===== config.mk =====
export PLATFORM = sky130hd
export DESIGN_NAME = vec_cmd_ximm1_enq_buffer
export DESIGN_NICKNAME = d
export VERILOG_FILES = /design/src/rtl/vec_issue_pkg.sv /design/src/rtl/vec_sync_fifo.sv /design/src/rtl/vec_cmd_ximm1_enq_buffer.sv
export SDC_FILE = /design/constraint.sdc
export NUM_CORES = 1
export LEC_CHECK = 0
export CAP_MARGIN = 20
export CORE_MARGIN = 3
export CORE_UTILIZATION = 45
export CTS_CLUSTER_SIZE = 14
export DETAILED_ROUTE_END_ITERATION = 8
export PLACE_DENSITY = 0.68
export SETUP_SLACK_MARGIN = 0.5
export SLEW_MARGIN = 0
export SYNTH_ARGS = -nofsm -noshare
export SYNTH_HDL_FRONTEND = slang
export SYNTH_SLANG_ARGS = --single-unit

===== constraint.sdc =====
create_clock -name clk -period 2.1 [get_ports clk]
set_clock_uncertainty 0.1 [all_clocks]
set_input_delay 0.21 -clock clk [delete_from_list [all_inputs] [get_ports clk]]
set_output_delay 0.21 -clock clk [all_outputs]
set_load 0.02 [all_outputs]

===== src/rtl/vec_issue_pkg.sv =====
// Shared widths, depths and payload types for the vector issue path
// (decoder -> enqueue buffer -> sequencer).
package vec_issue_pkg;

   localparam int CMD_W_DEF        = 20;
   localparam int IMM_W_DEF        = 64;
   localparam int CMDQ_DEPTH_DEF   = 4;
   localparam int XIMM1Q_DEPTH_DEF = 4;

   typedef logic [CMD_W_DEF-1:0] cmd_t;
   typedef logic [IMM_W_DEF-1:0] imm_t;

endpackage


===== src/rtl/vec_sync_fifo.sv =====
// Single-clock FIFO with occupancy count and modulo-DEPTH pointers. Any DEPTH >= 2
// is supported. Ready depends only on registered state, so there is no pass-through.
module vec_sync_fifo #(
   parameter int DEPTH = 4,
   parameter int W     = 8
) (
   input  logic                       clk,
   input  logic                       rst_n,
   input  logic                       wr_en,
   input  logic [W-1:0]               wr_data,
   output logic                       wr_ready,
   output logic                       rd_valid,
   input  logic                       rd_ready,
   output logic [W-1:0]               rd_data,
   output logic [$clog2(DEPTH+1)-1:0] count
);

   localparam int PTR_W = $clog2(DEPTH);
   localparam int CNT_W = $clog2(DEPTH+1);
   localparam logic [PTR_W-1:0] LAST_PTR  = PTR_W'(DEPTH-1);
   localparam logic [CNT_W-1:0] FULL_CNT  = CNT_W'(DEPTH);

   logic [W-1:0]     mem [DEPTH];
   logic [PTR_W-1:0] wr_ptr;
   logic [PTR_W-1:0] rd_ptr;
   logic [CNT_W-1:0] count_q;
   logic             wr_fire;
   logic             rd_fire;

   // DEPTH need not be a power of two, so wrap explicitly rather than overflow.
   function automatic logic [PTR_W-1:0] ptr_inc(input logic [PTR_W-1:0] p);
      return (p == LAST_PTR) ? '0 : p + 1'b1;
   endfunction

   assign wr_ready = (count_q != FULL_CNT);
   assign rd_valid = (count_q != '0);
   assign wr_fire  = wr_en & wr_ready;
   assign rd_fire  = rd_ready & rd_valid;
   assign rd_data  = mem[rd_ptr];
   assign count    = count_q;

   always_ff @(posedge clk or negedge rst_n) begin
      if (!rst_n) begin
         wr_ptr  <= '0;
         rd_ptr  <= '0;
         count_q <= '0;
      end else begin
         if (wr_fire) wr_ptr <= ptr_inc(wr_ptr);
         if (rd_fire) rd_ptr <= ptr_inc(rd_ptr);
         count_q <= count_q + CNT_W'(wr_fire) - CNT_W'(rd_fire);
      end
   end

   // Payload storage is deliberately left out of reset.
   always_ff @(posedge clk) begin
      if (wr_fire) mem[wr_ptr] <= wr_data;
   end

endmodule


===== src/rtl/vec_cmd_ximm1_enq_buffer.sv =====
// Command and ximm1 issue queues behind the block decoder: atomic enqueue of an
// instruction's command/immediate, replay when a needed queue is full.
module vec_cmd_ximm1_enq_buffer
   import vec_issue_pkg::*;
#(
   parameter int CMDQ_DEPTH   = CMDQ_DEPTH_DEF,
   parameter int XIMM1Q_DEPTH = XIMM1Q_DEPTH_DEF,
   parameter int CMD_W        = CMD_W_DEF,
   parameter int IMM_W        = IMM_W_DEF
) (
   input  logic                              clk,
   input  logic                              reset_n,
   input  logic                              io_valid,
   input  logic                              io_sigs_enq_cmdq,
   input  logic                              io_sigs_enq_ximm1q,
   input  logic [CMD_W-1:0]                  io_enq_cmd,
   input  logic [IMM_W-1:0]                  io_enq_imm,
   output logic                              io_cmdq_ready,
   output logic                              io_ximm1q_ready,
   output logic                              io_replay,
   output logic                              io_deq_cmd_valid,
   input  logic                              io_deq_cmd_ready,
   output logic [CMD_W-1:0]                  io_deq_cmd_bits,
   output logic                              io_deq_imm_valid,
   input  logic                              io_deq_imm_ready,
   output logic [IMM_W-1:0]                  io_deq_imm_bits,
   output logic [$clog2(CMDQ_DEPTH+1)-1:0]   io_cmdq_count,
   output logic [$clog2(XIMM1Q_DEPTH+1)-1:0] io_ximm1q_count
);

   logic [1:0] rst_sync;
   logic       rst_n;
   logic       fire;
   logic       cmdq_wr;
   logic       ximm1q_wr;

   // Assert asynchronously, release two edges later in the clk domain.
   always_ff @(posedge clk or negedge reset_n) begin
      if (!reset_n) rst_sync <= 2'b00;
      else          rst_sync <= {rst_sync[0], 1'b1};
   end
   assign rst_n = rst_sync[1];

   // Either queue lacking room blocks both writes, so a commit is never partial.
   assign io_replay = io_valid & ((io_sigs_enq_cmdq   & ~io_cmdq_ready) |
                                  (io_sigs_enq_ximm1q & ~io_ximm1q_ready));
   assign fire      = io_valid & ~io_replay;
   assign cmdq_wr   = fire & io_sigs_enq_cmdq;
   assign ximm1q_wr = fire & io_sigs_enq_ximm1q;

   vec_sync_fifo #(.DEPTH(CMDQ_DEPTH), .W(CMD_W)) u_cmdq (
      .clk      (clk),
      .rst_n    (rst_n),
      .wr_en    (cmdq_wr),
      .wr_data  (io_enq_cmd),
      .wr_ready (io_cmdq_ready),
      .rd_valid (io_deq_cmd_valid),
      .rd_ready (io_deq_cmd_ready),
      .rd_data  (io_deq_cmd_bits),
      .count    (io_cmdq_count)
   );

   vec_sync_fifo #(.DEPTH(XIMM1Q_DEPTH), .W(IMM_W)) u_ximm1q (
      .clk      (clk),
      .rst_n    (rst_n),
      .wr_en    (ximm1q_wr),
      .wr_data  (io_enq_imm),
      .wr_ready (io_ximm1q_ready),
      .rd_valid (io_deq_imm_valid),
      .rd_ready (io_deq_imm_ready),
      .rd_data  (io_deq_imm_bits),
      .count    (io_ximm1q_count)
   );

endmodule


Word level (Yosys, flattened, before mapping)
Memory sizes are Yosys's and may differ from the RTL's.
Index checks and enable logic that the tools add are counted.

operators by class
  multiplexer cells = 8
  bitwise logic cells = 14
  equal/unequal tests = 6
  reduce and logical (&&, ||, !) cells = 2
  $add $sub $neg = 8

operators by type and width
  cell                                         count
  bitwise AND 1 bit                            10
  adder 2 x 1 -> 2 bit, second input constant  4
  equality test 2 bit, second input constant   4
  2-to-1 mux 2 bit                             4
  adder 3 x 1 -> 3 bit                         2
  != test 3 bit, second input constant         2
  nonzero test 3 bit                           2
  subtractor 3 x 1 -> 3 bit                    2
  2-to-1 mux 1 bit                             4
  inverter 1 bit                               3
  OR 1 bit                                     1

storage, ports and cells
  bits of input ports = 91
  output and inout bits = 95
  flip-flop bits (word level) = 16
  memories kept = 2
  logic and storage cells = 47
  RAM bits = 336

memory list
  memory        words  bits a word  read ports  clocked after Yosys merged registers in  write ports  RTL line             source
  u_ximm1q.mem  4      64           1           0                                        1            vec_sync_fifo.sv:23  logic [W-1:0] mem [DEPTH];
  u_cmdq.mem    4      20           1           0                                        1            vec_sync_fifo.sv:23

Depth between registers and ports, before layout
Gate-level depths: netlist (run 1).

  depth after elaboration = 11
  gate-level depth with buffers = 9

Cells and area by module
From an unflattened synthesis (run 1), not the netlist that was laid out.

unflattened totals
  cell total of the unflattened synthesis = 527
  area total of the unflattened synthesis = 13098.8 µm²

by module, submodules not included
  module                    area an instance (µm²)  times used  cells an instance
  vec_sync_fifo (u_ximm1q)  9655.5                  1           372
  vec_sync_fifo (u_cmdq)    3352.0                  1           147
  vec_cmd_ximm1_enq_buffer  91.3                    1           8

Worst setup path before layout (run 1)
OpenSTA, ideal clock, no wires.

  path type = register -> register
  start = reg u_cmdq.count_q[2] (netlist: u_cmdq.count[2])
  end = mem u_ximm1q.mem[0][0] (netlist name) (enable)
  path slack = -1.004 ns
  data required time = 1.571 ns
  cell stages (with the launch flop) = 4
  arrival = 2.575 ns
  period minus slack after synthesis = 3.104 ns
  cell sequence = dfrtp_1 nor3b_4 a211oi_4 and2_1

on the way
  longest elaborated chain between the ends = 11

ends and longest elaborated chain
  what                                    RTL line                        source
  from (decl)                             vec_sync_fifo.sv:26             logic [CNT_W-1:0] count_q;
  from (signal assigned)                  vec_sync_fifo.sv:50             count_q <= count_q + CNT_W'(wr_fire) - CNT_W'(rd_fire);
  != test 3 bit                           vec_sync_fifo.sv:35             assign wr_ready = (count_q != FULL_CNT);
  inverter 1 bit                          vec_cmd_ximm1_enq_buffer.sv:45  assign io_replay = io_valid & ((io_sigs_enq_cmdq & ~io_cmdq_ready) |
  bitwise AND 1 bit                       vec_cmd_ximm1_enq_buffer.sv:45
  OR 1 bit                                vec_cmd_ximm1_enq_buffer.sv:45
  bitwise AND 1 bit                       vec_cmd_ximm1_enq_buffer.sv:45
  inverter 1 bit                          vec_cmd_ximm1_enq_buffer.sv:47  assign fire = io_valid & ~io_replay;
  bitwise AND 1 bit                       vec_cmd_ximm1_enq_buffer.sv:47
  bitwise AND 1 bit                       vec_cmd_ximm1_enq_buffer.sv:49  assign ximm1q_wr = fire & io_sigs_enq_ximm1q;
  bitwise AND 1 bit                       vec_sync_fifo.sv:37             assign wr_fire = wr_en & wr_ready;
  named net u_ximm1q.wr_fire              vec_sync_fifo.sv:27             logic wr_fire;
  2-to-1 mux 1 bit                        vec_sync_fifo.sv:56             if (wr_fire) mem[wr_ptr] <= wr_data;
  2-to-1 mux 1 bit (not written as such)  vec_sync_fifo.sv:56
  to (decl)                               vec_sync_fifo.sv:23

The timed path passes the listed nets, and every way through them passes these cells.

Worst setup path after layout (run 1)
  start = reg u_ximm1q.rd_ptr[0]
  end = out io_deq_imm_bits[34]

on the way
  longest elaborated chain between the ends = 1

ends and longest elaborated chain
  what                      RTL line                        source
  from (decl)               vec_sync_fifo.sv:25             logic [PTR_W-1:0] rd_ptr;
  from (signal assigned)    vec_sync_fifo.sv:49             if (rd_fire) rd_ptr <= ptr_inc(rd_ptr);
  memory read (4 x 64 bit)  --
  to (decl)                 vec_cmd_ximm1_enq_buffer.sv:26  output logic [IMM_W-1:0] io_deq_imm_bits,

Every way passes these cells.

==> results_dict.tcl, run 1 <==
set metrics [dict create \
    cts_sinks 352 \
    wl_met1_mm 12.95 \
    grt_pass1_wl_mm 45.80 \
    synth-seq-cells 352 \
    setup_ws_ns -0.2790 \
    rr_startpoint "u_ximm1q.count[1]" \
    endpoint_kind "output port" \
    layout.nets 1014 \
    fmaxAchievable_mhz 420.4 \
    antenna_found_initial 2 \
    drt-initial-drc-count 701 \
    area_growth_pct 51.11 \
    stdcell_count 1314 \
    ir_drop_mv 0.9422 \
    post-route-period-util_pct 113.3 \
    met3_length_mm 2.555 \
    violations "negative setup slack" \
    clock_latency_ns 0.49 \
    core.rowCount 61 \
    grt_max_degree 26 \
    initial_core_util_pct 46.38 \
    place_hpwl_mm 17.43 \
    first_global_vias 7398 \
    arrival_ns 2.07 \
    power_mw 27.76 \
    root_buffer "clkbuf_16" \
    netlist_area_mm2 0.01310 \
    hold_viol 0 \
    drc 0 \
    synth_cells 523 \
    port-buffer-count 185 \
    crit_start "u_ximm1q.rd_ptr[0]" \
    cp-start-kind "register" \
    pre_cts_ws_ns -0.08883 \
    vias_per_cell 5.341 \
    h-tree-depth 2 \
    io_pins 186 \
    syn-mean-instance-area_um2 25.04 \
    drv_cap 0 \
    wl_mm 33.54 \
    crit_path_top_delay_cell "mux4_2" \
    crit_fanout 7 \
    cts_max_path_buffers 3 \
    die_x_um 176.6 \
    slowest_delay_ns 0.56 \
    yosys_warnings 0 \
    r2r_setup_slack_ns -0.15 \
    hold_class "register to async pin" \
    grt.overflow.total 0 \
    rsz0062_at_grt "true" \
    relSlewSlack_pct 59.29 \
    cp-endpoint "io_deq_imm_bits[34]" \
    drtPass1Iterations 4 \
    drive_gt1_share_pct 49.09 \
    final_max_slew_viol_count 0 \
    powerDensity_mw_per_mm2 1402 \
    track_usage_pct 19.75 \
    worstRegToRegCells 9 \
    cts_tree "done" \
    crit_chain "buf_12 > buf_16 > mux4_2 > buf_6" \
    antenna_left 0 \
    dp_cells 1113 \
    synth.distinct_cells 24 \
    path_clk_slew_ns 0.06 \
    fp.dieArea_mm2 0.03119 \
    num_vias 7018 \
    syn_nets 630 \
    ys_seq_area_share_pct 80.09 \
    cp.required_ns 1.79 \
    rr_endpoint "u_ximm1q.count[2]" \
    tightest_slew_ns 0.6106 \
    dr_wl_met2_mm 17.58 \
    power.leakage_nw 7.052 \
    coreArea_mm2 0.02824 \
    setup_viol 147 \
    final.min_clock_period_ns 2.379 \
    crit_type "register to output port" \
    highest_layer "met5" \
    finalSetupTns_ns -17.79 \
    status "finished, violations left" \
    fillers 1626 \
    cts_buffers 38 \
    wire_per_inst_um 25.52 \
    die_h_um 176.6 \
    gp_congestion 0.7643 \
]
[layer usage]
metal,track usage [%],vias to the layer above
met5,0,-
met4,4.550,4
met3,5.828,39
met2,33.74,294
met1,25.28,3701
li1,-,2980
[cells in the final DEF, fill, tap and decap left out, drive strengths merged]
cell type        n
edfxtp         336
buf            252
clkdlybuf4s50   90
mux4            84
clkbuf          61
inv             16
dfrtp           16
ha              14
clkinv          13
bufinv          10
and2             8
mux2             8
nor2             4
nand2            4
nor3b            2
a211oi           2
or3              2
xor2             2
xnor2            2
fa               2
clkinvlp         2
diode            1
a22oi            1
nor2b            1
dlygate4sd3      1
dlymetal6s2s     1
conb             1
[cell usage after synthesis]
| library cell | count | share of area (%) |
|---|---|---|
| or3_1 | 2 | 0.096 |
| buf_4 | 3 | 0.17 |
| ha_1 | 14 | 1.3 |
| fa_1 | 2 | 0.31 |
| inv_1 | 16 | 0.46 |
| dfrtp_1 | 16 | 3.1 |
| xor2_1 | 2 | 0.13 |
| mux2_4 | 2 | 0.23 |
| nor2b_1 | 1 | 0.048 |
| nand2_1 | 4 | 0.11 |
| nor2_1 | 4 | 0.11 |
| and2_1 | 8 | 0.38 |
| mux4_2 | 84 | 14 |
| clkbuf_1 | 2 | 0.057 |
| nor3b_4 | 2 | 0.29 |
| buf_2 | 9 | 0.34 |
| conb_1 | 1 | 0.029 |
| a22oi_1 | 1 | 0.057 |
| edfxtp_1 | 336 | 77 |
| xnor2_1 | 2 | 0.13 |
| buf_6 | 4 | 0.34 |
| a211oi_4 | 2 | 0.31 |
| mux2_2 | 5 | 0.43 |
| mux2_1 | 1 | 0.086 |
[layout make-up]
type,count,area (um^2),area share [%]
clock inverter,25,392.9,1.985
clock buffer,43,969.7,4.899
timing repair buffer,362,4847,24.49
inverter,16,60.06,0.3035
multi-input combinational,137,2544,12.85
sequential,352,10500,53.07
antenna,1,2.502,0.01264
tap,378,473.0,2.390
[state kept, by name, indices dropped and copies added, names as in the netlist]
name             cells
rst_sync             2
u_cmdq.count         3
u_cmdq.mem          80
u_cmdq.rd_ptr        2
u_cmdq.wr_ptr        2
u_ximm1q.count       3
u_ximm1q.mem       256
u_ximm1q.rd_ptr      2
u_ximm1q.wr_ptr      2
[worst min path at each step]
stage	to	slack, ns	cells past startpoint
2_1_floorplan	rst_sync[0]	-0.19	0
3_3_place_gp	u_cmdq.count[2]	0.16	0
3_5_place_dp	u_cmdq.count[2]	0.17	0
4_1_cts	u_cmdq.rd_ptr[0]	0.17	0
5_1_grt	u_cmdq.rd_ptr[0]	0.21	0
6_report	u_cmdq.rd_ptr[0]	0.15	0
[worst max-delay path, delay by kind of cell, from the launching register on]
| family | cells | cell delay (ns) |
|---|---|---|
| mux | 1 | 0.56 |
| flops | 1 | 0.52 |
| buf+inv | 3 | 0.49 |
[power breakdown]
| part | leakage (nW) | internal, mW | switching (mW) |
|---|---|---|---|
| sequential | 3.23 | 8.62 | 0.445 |
| combinational | 3.16 | 6.46 | 5.03 |
| clock | 0.665 | 4.56 | 2.64 |
[through the flow]
stage | hold slack [ns] | instance area [um^2] | utilization (%)
global route | 0.2131 | 19790 | 70.08
floorplan | -0.1856 | 13190 | -
detailed placement | 0.1726 | 16080 | 56.94
global placement | 0.1572 | 16080 | 56.94
CTS | 0.1667 | 18590 | 65.83
finish | 0.1467 | 19790 | 70.08
[what timing repair did]
action,CTS,global route
hold endpoints to repair,2,0
pin swaps,10,3
setup buffers,54,34
gates resized for setup,491,156
hold buffers,1,0
endpoints found under the setup margin,441,445
cloned,22,21
[logic make-up (layout without fill, tap and decap cells)]
family | Yosys count | in the layout | share of synthesized area (%)
other | 1 | 2 | 0.02863
adders and majority gates | 16 | 16 | 1.643
xor gates and xnor gates | 4 | 4 | 0.2675
AOI/OAI and AO/OA | 3 | 3 | 0.3630
muxes | 92 | 92 | 15.19
and+or+nand+nor | 21 | 21 | 1.041
DFF | 352 | 352 | 80.09
buffers and inverters | 34 | 446 | 1.376
Power figures use the tool's default switching activity.
==> run 2: changes to the inputs <==
--- a/config.mk
+++ b/config.mk
@@ -6,10 +6,10 @@
 export NUM_CORES = 1
 export LEC_CHECK = 0
 export CAP_MARGIN = 20
-export CORE_MARGIN = 3
 export CORE_UTILIZATION = 45
 export CTS_CLUSTER_SIZE = 14
 export DETAILED_ROUTE_END_ITERATION = 8
+export HOLD_SLACK_MARGIN = 0.06
 export PLACE_DENSITY = 0.68
 export SETUP_SLACK_MARGIN = 0.5
 export SLEW_MARGIN = 0
==> results_dict.tcl, run 2 (same netlist as run 1, synthesis figures left out) <==
set metrics [dict create \
    placed_area_mm2 0.01611 \
    port-buffer-count 185 \
    worstRegToRegCells 10 \
    crit_cells 4 \
    crit_fanout 8 \
    hold_viol 0 \
    power.leakage_nw 6.975 \
    status "finished, violations left" \
    area_growth_pct 50.79 \
    power_mw 27.24 \
    setup_ws_ns -0.2970 \
    fmaxAchievable_mhz 417.2 \
    cp.required_ns 1.79 \
    ir_drop_mv 0.7811 \
    antenna_left 0 \
    core.rowCount 62 \
    cts_tree "done" \
    drive_gt1_share_pct 47.95 \
    coreArea_mm2 0.02870 \
    fin_util_pct 68.81 \
    arrival_ns 2.09 \
    power.share.clock_pct 22.8 \
    cp-start-kind "register" \
    gp_congestion 0.7544 \
    p_seq_share_pct 33.1 \
    antenna_found_initial 0 \
    stdcell_count 1312 \
    grt.overflow.total 0 \
    slowest_delay_ns 0.55 \
    layout.nets 1010 \
    final_common_cell "edfxtp_1" \
    violations "negative setup slack" \
    wire_per_inst_um 25.26 \
    top_regs "u_ximm1q.mem (256), u_cmdq.mem (80)" \
    pre_cts_ws_ns -0.1212 \
    setup_viol 368 \
    path_clk_slew_ns 0.07 \
    powerDensity_mw_per_mm2 1379 \
    path_buf_inv 3 \
    regArea_mm2 0.01051 \
    rsz0062_at_grt "true" \
    die_h_um 172.6 \
    place_hpwl_mm 16.72 \
    largest_register_ffs 256 \
    endpoint_kind "output port" \
    io_pins 186 \
    initial_core_util_pct 45.63 \
    multi_input_area_mm2 0.002559 \
    final.min_clock_period_ns 2.397 \
    cts_sinks 352 \
    cts_buffers 37 \
    final_cell_area_mm2 0.01975 \
    switching_share_pct 29.84 \
    drt-initial-drc-count 583 \
    drc 0 \
    crit_chain "buf_12 > buf_16 > mux4_2 > buf_6" \
    hold_ws_ns 0.1594 \
    combPwrFrac_pct 44.0 \
    crit_type "register to output port" \
    switchingPower_mw 8.128 \
    rr_endpoint "u_ximm1q.count[2]" \
    relSlewSlack_pct 52.63 \
    first_global_vias 7283 \
    regMostFlops "u_ximm1q.mem" \
    drtPass1Iterations 4 \
    root_buffer "clkbuf_16" \
    vias_per_cell 5.290 \
    h-tree-depth 2 \
    num_vias 6940 \
    grt_max_degree 30 \
    drv_cap 0 \
    internal-power_mw 19.11 \
    grt_pass1_wl_mm 44.25 \
    tightest_slew_ns 0.7106 \
    post-route-period-util_pct 114.1 \
    cts_max_path_buffers 3 \
    crit_path_top_delay_cell "mux4_2" \
    hold_class "register to async pin" \
    die_x_um 172.6 \
    dp_cells 1123 \
    fillers 1695 \
    final_max_slew_viol_count 0 \
    wl_mm 33.14 \
    fp.dieArea_mm2 0.02979 \
    layout_common_cells "336 x edfxtp_1, 149 x buf_6, 90 x clkdlybuf4s50_1" \
    clock_latency_ns 0.52 \
    track_usage_pct 20.14 \
    cp_top_family "multiplexers" \
    antenna_cells 0 \
    rr_startpoint "u_ximm1q.count[1]" \
    finalSetupTns_ns -39.32 \
    r2r_setup_slack_ns -0.18 \
]
==> run 2: area by class of cell <==
cell class	instances	share of cell area, %
clock buffers	51	5.169
clock inverters	13	0.6398
inverters	16	0.3041
multi-input cells	137	12.96
flip-flops and latches	352	53.19
well taps	384	2.433
repair buffers	359	25.31
==> run 2: power by group through the flow <==
stage	logic, mW	registers [mW]	clock network, mW
detailed placement	8.61	9.10	0
floorplan	4.81	9.06	0
global route	12.6	9.08	6.58
CTS	10.9	8.99	6.26
finish	12.0	9.03	6.22
global placement	8.45	9.03	0
==> run 2: how the worst max path moves through the flow <==
| stage | startpoint | slack [ns] | to |
|---|---|---|---|
| after detailed placement | u_ximm1q.count[1] | -0.12 | u_ximm1q.count[2] |
| after global placement | u_ximm1q.count[1] | -0.06 | u_ximm1q.count[2] |
| after global routing | u_ximm1q.rd_ptr[0] | -0.33 | io_deq_imm_bits[51] |
| after CTS | u_ximm1q.rd_ptr[0] | -0.31 | io_deq_imm_bits[22] |
| final | u_ximm1q.rd_ptr[0] | -0.30 | io_deq_imm_bits[22] |
| after floorplan | u_ximm1q.count[1] | -0.22 | u_ximm1q.count[2] |
==> run 2: routing by layer <==
metal / wire, um / vias up / GRT usage, %
met5: 0 / - / 0
met4: 679 / 0 / 5.804
met3: 2259 / 50 / 5.101
met2: 17870 / 268 / 35.11
met1: 12330 / 3655 / 24.86
li1: - / 2967 / -
==> run 2: repair_timing <==
item,CTS,global route
endpoints found under the hold margin,2,0
gates resized for setup,577,106
setup buffers,52,32
pin swaps,10,9
hold buffers,1,0
endpoints found under the setup margin,441,444
cloned,26,14
==> run 3: changes to the inputs <==
--- a/config.mk
+++ b/config.mk
@@ -6,11 +6,11 @@
 export NUM_CORES = 1
 export LEC_CHECK = 0
 export CAP_MARGIN = 20
-export CORE_UTILIZATION = 45
+export CORE_UTILIZATION = 54
 export CTS_CLUSTER_SIZE = 14
 export DETAILED_ROUTE_END_ITERATION = 8
 export HOLD_SLACK_MARGIN = 0.06
-export PLACE_DENSITY = 0.68
+export PLACE_DENSITY = 0.79
 export SETUP_SLACK_MARGIN = 0.5
 export SLEW_MARGIN = 0
 export SYNTH_ARGS = -nofsm -noshare
==> results_dict.tcl, run 3 (same netlist as run 1, synthesis figures left out) <==
set metrics [dict create \
    cp.required_ns 1.79 \
    crit_type "register to output port" \
    drtPass1Iterations 4 \
    antenna_found_initial 2 \
    combPwrFrac_pct 43.0 \
    switchingPower_mw 7.972 \
    die_h_um 157.7 \
    area_growth_pct 43.00 \
    regArea_mm2 0.01050 \
    initial_core_util_pct 55.47 \
    final_max_slew_viol_count 0 \
    crit_chain "buf_12 > buf_12 > buf_12 > mux4_2 > buf_6" \
    drc 0 \
    regMostFlops "u_ximm1q.mem" \
    rr_startpoint "u_ximm1q.count[1]" \
    drv_cap 0 \
    switching_share_pct 30.49 \
    grt.overflow.total 0 \
    cts_buffers 35 \
    post-route-period-util_pct 113.1 \
    fp.dieArea_mm2 0.02488 \
    multi_input_area_mm2 0.002626 \
    p_seq_share_pct 34.5 \
    path_clk_slew_ns 0.06 \
    arrival_ns 2.07 \
    slowest_delay_ns 0.50 \
    power_mw 26.15 \
    finalSetupTns_ns -23.10 \
    violations "negative setup slack" \
    ir_drop_mv 0.9525 \
    clock_latency_ns 0.51 \
    crit_path_top_delay_cell "dfrtp_4" \
    crit_path_frequent_cell "buf_12" \
    drive_gt1_share_pct 45.97 \
    grt_max_degree 31 \
    crit_start "u_ximm1q.rd_ptr[0]" \
    crit_fanout 7 \
    num_vias 6956 \
    coreArea_mm2 0.02361 \
    cts_sinks 352 \
    status "finished, violations left" \
    power.leakage_nw 6.598 \
    drt-initial-drc-count 665 \
    vias_per_cell 5.792 \
    top_regs "u_ximm1q.mem (256), u_cmdq.mem (80)" \
    setup_viol 218 \
    layout.nets 968 \
    hold_viol 0 \
    largest_register_ffs 256 \
    antenna_left 0 \
    setup_ws_ns -0.2754 \
    power.share.clock_pct 22.5 \
    grt_pass1_wl_mm 39.66 \
    cp-start-kind "register" \
    rsz0062_at_grt "true" \
    hold_class "register to async pin" \
    wire_per_inst_um 27.42 \
    gp_congestion 0.7861 \
    track_usage_pct 22.13 \
    cts_max_path_buffers 3 \
    placed_area_mm2 0.01598 \
    final_cell_area_mm2 0.01873 \
    wl_mm 32.93 \
    place_hpwl_mm 15.86 \
    hold_ws_ns 0.1244 \
    root_buffer "clkbuf_16" \
    first_global_vias 6893 \
    die_x_um 157.7 \
    layout_common_cells "336 x edfxtp_1, 125 x buf_6, 90 x clkdlybuf4s50_1" \
    endpoint_kind "output port" \
    final_common_cell "edfxtp_1" \
    h-tree-depth 2 \
    port-buffer-count 185 \
    io_pins 186 \
    tightest_slew_ns 0.5929 \
    cts_tree "done" \
    fmaxAchievable_mhz 421.0 \
    powerDensity_mw_per_mm2 1396 \
    core.rowCount 56 \
    final.min_clock_period_ns 2.375 \
    relSlewSlack_pct 60.47 \
    fillers 1106 \
    internal-power_mw 18.17 \
]
[run 3: repair_timing]
item,in CTS,in global routing
setup endpoints to repair,441,445
setup buffers,30,18
resized for setup,503,122
cloned,10,33
pin swaps,12,7
hold buffers,1,0
hold endpoints to repair,2,0
[run 3: per-stage QoR]
step | utilization (%) | setup WS (ns) | std cells
2_1_floorplan | - | -0.2250 | 523
3_3_place_gp | 67.69 | -0.08216 | 1051
3_5_place_dp | 67.69 | -0.1283 | 1051
4_1_cts | 74.45 | -0.2576 | 1149
5_1_grt | 79.32 | -0.3102 | 1201
6_report | 79.32 | -0.2754 | 1201
[run 3: critical path: cells and delay by family, from the launching register on]
family | cells | cell delay, ns
buf+inv | 4 | 0.60
flops | 1 | 0.50
mux | 1 | 0.48
[run 3: cell type report]
cell class | instances | area share, %
Clock buffer | 41 | 4.957
Tap cell | 319 | 2.131
Timing Repair Buffer | 314 | 21.80
Sequential cell | 352 | 56.08
Clock inverter | 16 | 0.6680
Inverter | 16 | 0.3340
Antenna cell | 1 | 0.01336
Multi-Input combinational cell | 142 | 14.02
[run 3: power groups by stage]
stage / sequential (mW) / clock, mW / combinational, mW
2_1_floorplan: 9.06 / 0 / 4.81
3_3_place_gp: 9.06 / 0 / 8.33
3_5_place_dp: 9.13 / 0 / 8.50
4_1_cts: 8.96 / 5.87 / 9.83
5_1_grt: 9.06 / 6.21 / 11.8
6_report: 9.01 / 5.89 / 11.2
[run 3: final timing paths]
path | to | slack, ns | cells after the start
setup / recovery | io_deq_imm_bits[34] | -0.28 | 5
hold / removal | u_cmdq.wr_ptr[1] | 0.12 | 0
setup reg to reg | u_ximm1q.count[2] | -0.19 | 9
hold reg to reg | u_cmdq.wr_ptr[1] | 0.12 | 0
max in group asynchronous | u_ximm1q.rd_ptr[0] | 1.31 | 0
min in group clk | u_ximm1q.mem[0][43] | 0.24 | 1
[run 3: metal layers]
layer  up-vias  GRT usage (%)  routed length [um]
met2       404          38.10               17460
met4         0          6.842                 810
li1       2895              -                   -
met3        55          5.448                2820
met1      3602          27.82               11840
met5         -              0                   0
